### src/rtl/sp_dram_arbiter.sv
// sp_dram_arbiter: round-robin front end for two requesters sharing
// a single-port DRAM user interface, one outstanding read at a time.
module sp_dram_arbiter #(
    parameter int ADDR_WIDTH = 25,
    parameter int DATA_WIDTH = 128,
    parameter int MASK_WIDTH = 16
) (
    input  logic                  clk,
    input  logic                  rst,
    input  logic [ADDR_WIDTH-1:0] a_addr,
    input  logic [DATA_WIDTH-1:0] a_din,
    input  logic [MASK_WIDTH-1:0] a_mask,
    input  logic                  a_we,
    input  logic                  a_re,
    output logic                  a_ack,
    output logic                  a_valid,
    input  logic [ADDR_WIDTH-1:0] b_addr,
    input  logic [DATA_WIDTH-1:0] b_din,
    input  logic [MASK_WIDTH-1:0] b_mask,
    input  logic                  b_we,
    input  logic                  b_re,
    output logic                  b_ack,
    output logic                  b_valid,
    output logic [DATA_WIDTH-1:0] rd_data,
    output logic [ADDR_WIDTH-1:0] mem_addr,
    output logic [DATA_WIDTH-1:0] mem_din,
    output logic [MASK_WIDTH-1:0] mem_mask,
    output logic                  mem_we,
    output logic                  mem_re,
    input  logic                  mem_ready,
    input  logic [DATA_WIDTH-1:0] mem_dout
);

    typedef enum logic [2:0] {
        IDLE,
        ISSUE,
        WGAP,
        RWAIT0,
        RWAIT
    } state_t;

    state_t                r_state;
    state_t                w_state_nx;

    // r_last / r_owner: 1 means requester B
    logic                  r_last;
    logic                  r_owner;
    logic                  r_is_rd;
    logic [ADDR_WIDTH-1:0] r_addr;
    logic [DATA_WIDTH-1:0] r_din;
    logic [MASK_WIDTH-1:0] r_mask;

    logic                  r_mem_we;
    logic                  r_mem_re;
    logic                  r_a_ack;
    logic                  r_b_ack;
    logic                  r_a_valid;
    logic                  r_b_valid;
    logic [DATA_WIDTH-1:0] r_rd_data;

    logic                  w_a_pend;
    logic                  w_b_pend;
    logic                  w_pick_b;
    logic                  w_grant_rd;
    logic                  w_load;
    logic                  w_capture;
    logic                  w_mem_we_nx;
    logic                  w_mem_re_nx;
    logic                  w_a_ack_nx;
    logic                  w_b_ack_nx;
    logic                  w_a_valid_nx;
    logic                  w_b_valid_nx;

    assign w_a_pend   = a_we | a_re;
    assign w_b_pend   = b_we | b_re;
    // B wins alone, or on a tie when A was served last
    assign w_pick_b   = w_b_pend & (~w_a_pend | ~r_last);
    // a request with both strobes set is treated as a read
    assign w_grant_rd = w_pick_b ? b_re : a_re;

    // next state plus next value of every registered strobe
    always_comb begin
        w_state_nx   = r_state;
        w_load       = 1'b0;
        w_capture    = 1'b0;
        w_mem_we_nx  = 1'b0;
        w_mem_re_nx  = 1'b0;
        w_a_ack_nx   = 1'b0;
        w_b_ack_nx   = 1'b0;
        w_a_valid_nx = 1'b0;
        w_b_valid_nx = 1'b0;
        unique case (r_state)
            IDLE: begin
                if (mem_ready && (w_a_pend || w_b_pend)) begin
                    w_load      = 1'b1;
                    w_mem_we_nx = ~w_grant_rd;
                    w_mem_re_nx = w_grant_rd;
                    w_a_ack_nx  = ~w_pick_b;
                    w_b_ack_nx  = w_pick_b;
                    w_state_nx  = ISSUE;
                end
            end
            ISSUE: begin
                w_state_nx = r_is_rd ? RWAIT0 : WGAP;
            end
            WGAP: begin
                w_state_nx = IDLE;
            end
            RWAIT0: begin
                w_state_nx = RWAIT;
            end
            RWAIT: begin
                if (mem_ready) begin
                    w_capture    = 1'b1;
                    w_a_valid_nx = ~r_owner;
                    w_b_valid_nx = r_owner;
                    w_state_nx   = IDLE;
                end
            end
            default: begin
                w_state_nx = IDLE;
            end
        endcase
    end

    // state, grant history, strobes and returned read line
    always_ff @(posedge clk) begin
        if (rst) begin
            r_state   <= IDLE;
            r_last    <= 1'b1;
            r_owner   <= 1'b0;
            r_is_rd   <= 1'b0;
            r_mem_we  <= 1'b0;
            r_mem_re  <= 1'b0;
            r_a_ack   <= 1'b0;
            r_b_ack   <= 1'b0;
            r_a_valid <= 1'b0;
            r_b_valid <= 1'b0;
            r_rd_data <= '0;
        end else begin
            r_state   <= w_state_nx;
            r_mem_we  <= w_mem_we_nx;
            r_mem_re  <= w_mem_re_nx;
            r_a_ack   <= w_a_ack_nx;
            r_b_ack   <= w_b_ack_nx;
            r_a_valid <= w_a_valid_nx;
            r_b_valid <= w_b_valid_nx;
            if (w_load) begin
                r_last  <= w_pick_b;
                r_owner <= w_pick_b;
                r_is_rd <= w_grant_rd;
            end
            if (w_capture) begin
                r_rd_data <= mem_dout;
            end
        end
    end

    // command payload of the granted requester, held through issue
    always_ff @(posedge clk) begin
        if (w_load) begin
            r_addr <= w_pick_b ? b_addr : a_addr;
            r_din  <= w_pick_b ? b_din  : a_din;
            r_mask <= w_pick_b ? b_mask : a_mask;
        end
    end

    assign mem_we   = r_mem_we;
    assign mem_re   = r_mem_re;
    assign mem_addr = r_addr;
    assign mem_din  = r_din;
    assign mem_mask = r_mask;
    assign a_ack    = r_a_ack;
    assign b_ack    = r_b_ack;
    assign a_valid  = r_a_valid;
    assign b_valid  = r_b_valid;
    assign rd_data  = r_rd_data;

endmodule

### config.mk
export PLATFORM = sky130hd
export DESIGN_NAME = sp_dram_arbiter
export DESIGN_NICKNAME = d
export VERILOG_FILES = /design/src/rtl/sp_dram_arbiter.sv
export SDC_FILE = /design/constraint.sdc
export NUM_CORES = 1
export LEC_CHECK = 0
export BUFFER_PORTS_ARGS = -buffer_cell sky130_fd_sc_hd__buf_4
export CORE_AREA = 5 5 300 302
export CTS_CLUSTER_SIZE = 40
export DETAILED_ROUTE_END_ITERATION = 7
export DIE_AREA = 0 0 305 307
export SKIP_CTS_REPAIR_TIMING = 1
export SYNTH_ARGS = -nofsm -noshare
export SYNTH_HDL_FRONTEND = slang
export SYNTH_SLANG_ARGS = --single-unit
### constraint.sdc
create_clock -name clk -period 10.2 [get_ports clk]
set_input_delay 1.02 -clock clk [delete_from_list [all_inputs] [get_ports clk]]
set_output_delay 1.02 -clock clk [all_outputs]
set_load 0.02 [all_outputs]
==> results by group <==
Outcome
  • Status: completed

STA
  • Slew margin rel.: 21.22%
  • Worst clock skew: 30.29 ps
  • Slew Limit Fails: 0
  • Final Hold Viols: 0
  • Final setup violating endpoints: 0
  • Crit path time final: between 3000 and 4000 ps
  • RSZ-0062 raised after global routing: no
  • Max Freq: between 0.3 and 0.4 GHz
  • Slew @ Worst Pin: between 1000 and 1500 ps
  • Setup TNS: 0 ps
  • Period utilization: between 30% and 40%

Worst setup path
  • Top cell by count, worst path: buf_4
  • Largest stage delay, worst path: around 840 ps
  • CP Capture Type: register
  • Largest fanout on the critical path: 75
  • CP cell instances: buf_4 -> o21ai_4 -> buf_4 -> buf_4 -> mux2_2
  • Worst EP required: between 10000 and 15000 ps
  • CP Data Arrival Time: approximately 3500 ps
  • Worst setup SP type: primary input
  • Worst path slowest cell: buf_4
  • Critical path class: primary input to register

Drt
  • Final wirelength: slightly above 60000 um
  • DR iter-0 viols: around 550
  • TritonRoute pass-1 iters: 4
  • DR DRC count: 0
  • Vias/cell: between 3 and 4
  • Wire per inst: 21.21 um
  • Via Count: a little over 10000
  • Remaining antenna violation count after routing: 0

Global route
  • Total grt overflow: 0
  • Vias in the first global route: 10760
  • GRT Overall Usage: 12.41%
  • Global-route wire length before repair: roughly 83000 um
  • Largest net degree at the start of global routing: approximately 150
  • Initial antenna violation count: 6

Yosys
  • Yosys top cell by area: edfxtp_1
  • Post-Syn Area: ~0.012 mm^2
  • Simple-gate share of the synthesized area: under 10%
  • Post-synthesis adder-cell area fraction: 0%
  • Most frequently used flop master after synthesis: edfxtp_1
  • Ys async rst share: 0%
  • Post-synth net total: 1430
  • Top-area cell type share of the netlist area: a little over two fifths
  • Mux cell area share after synthesis: between 10% and 20%
  • Post-Synth XOR/XNOR Area: 0%
  • Largest family of logic cells by synthesized area: multiplexers
  • Synthesized flop and latch total: slightly above 300
  • Number of distinct library cells after synthesis: 30
  • Top cells by area, synth: edfxtp_1 43%, dfxtp_1 24%, mux2_2 16%
  • Seq/Total Area, Yosys: 66.29%
  • Yosys warns: 0
  • Number of enable flip-flop cells after synthesis: about 170
  • Syn avg cell area: 12.42 um^2
  • Compound-Gate Fraction of Synth Area: 5.980%
  • Mapped Cells: 957

Clock tree
  • Worst skew pair latency: between 500 and 600 ps
  • Clock Sinks: roughly 310
  • H-tree depth: 2
  • CTS tree: done
  • Clock buffer depth: 3
  • CTS buffer count: 40
  • Clock slew at reported path FFs: about 60 ps
  • Clock Tree Root: clkbuf_16

Layout
  • Final nets: between 2000 and 2500
  • Area Growth Syn to Fin: 70.76%
  • Finished Layout Cells: about 2900
  • Share of layout cells above drive strength 1: ~60%

Place
  • Detailed placement HPWL: 47840 um
  • Gpl congestion: between 0.8 and 0.9
  • Cells after DPL: around 2800
  • # port buffers: 775

Floorplanning
  • Row cnt: about 110
  • Die ar.: around 0.094 mm^2
  • Initial Utilization: a little over an eighth
  • Core region area: slightly below 0.09 mm^2
  • IO Pins: 776
  • Die X: ~310 um
  • Height of the chip: a little over 300 um

Pwr
  • Worst vdd ir: 128.3 uV
  • Pleak: 8.247 nW
  • PD cells: approximately 170 mW/mm^2

Worst hold path
  • Worst Hold Class: register to register

Job
  • Max-Cap Viols: 0
==> through the flow <==
step | instance area (um^2) | power, mW | utilization, % | hold slack (ps) | setup WS [ps]
finish | 20290 | 3.403 | 23.21 | 452.3 | 7066
global route | 20290 | 3.554 | 23.21 | 466.6 | 6943
CTS | 20290 | 3.490 | 23.21 | 454.8 | 7031
detailed placement | 18980 | 2.014 | 21.71 | 446.9 | 6356
global placement | 18980 | 2.017 | 21.71 | 441.7 | 6348
floorplan | 11880 | 1.684 | - | 409.3 | 925.0
==> final timing paths <==
check                           slack [ps]  depth (start not counted)        start          end
worst max-delay path                  7070                          5         b_we  mem_din[29]
worst min-delay path                   450                          2  rd_data[62]  rd_data[62]
worst max register to register        7270                          5       r_last  mem_din[29]
worst min register to register         450                          2  rd_data[62]  rd_data[62]
==> area by class of cell <==
cell class	count	area (um^2)
Multi-Input combinational cell	586	3760
Clock buffer	63	1230
Sequential cell	309	7878
Timing Repair Buffer	782	5883
Clock inverter	11	76.32
Antenna cell	2	5.005
Inverter	1	3.754
Fill cell	9405	67130
Tap cell	1165	1458
==> sequential cells by signal, indices dropped and copies added, names as in the netlist <==
| name | flops |
|---|---|
| mem_mask | 16 |
| rd_data | 128 |
| a_valid | 1 |
| a_ack | 1 |
| b_ack | 1 |
| mem_din | 128 |
| b_valid | 1 |
| r_state | 3 |
| mem_re | 1 |
| r_owner | 1 |
| r_is_rd | 1 |
| mem_addr | 25 |
| r_last | 1 |
| mem_we | 1 |
==> critical path, delay by kind of cell <==
family	cells	cell delay, ps
multiplexers	1	420
AO/OA/AOI/OAI	1	410
buffers and inverters	3	1490
==> routing by layer <==
metal,up-vias,wire [um],track usage (%)
met3,82,6587,5.861
met1,4853,24360,14.49
met4,10,2754,5.409
met2,532,28140,19.57
li1,4893,-,-
met5,-,63,0
==> logic make-up (layout without fill, tap and decap cells) <==
family,after synthesis,count (layout)
AOI/OAI and AO/OA,138,138
buffers and inverters,62,857
DFF,309,309
muxes,169,169
and+or+nand+nor,279,279
other,0,2
==> cell usage in the layout (no fill, tap or decap), types with 2 or more instances in the layout <==
| cell | Yosys | routed |
|---|---|---|
| dfxtp_1 | 140 | 140 |
| buf_4 | 0 | 781 |
| nand2_1 | 259 | 259 |
| mux2_2 | 169 | 169 |
| inv_6 | 0 | 4 |
| clkbuf_16 | 0 | 42 |
| diode_2 | 0 | 2 |
| clkbuf_1 | 28 | 11 |
| nor3_1 | 2 | 2 |
| clkbuf_8 | 0 | 10 |
| nor2_1 | 4 | 3 |
| o21ai_0 | 3 | 3 |
| clkinv_2 | 0 | 5 |
| a21oi_1 | 131 | 131 |
| edfxtp_1 | 169 | 169 |
==> synthesized netlist by cell type (all sizes together) (2+ instances only) <==
library cell	count
a21oi	131
buf	33
clkbuf	28
dfxtp	140
edfxtp	169
mux2	169
nand2	259
nor2	4
nor3	2
o21ai	4
or3b	2
or4b	2
==> power by group <==
group	switching (mW)	leakage [nW]	internal, mW	total, mW
Combinational	0.267	4.86	0.267	0.534
Clock	0.594	0.644	0.832	1.43
Sequential	0.0381	2.74	1.41	1.44
Total	0.899	8.25	2.50	3.40
(Power assumes the default switching activity.)
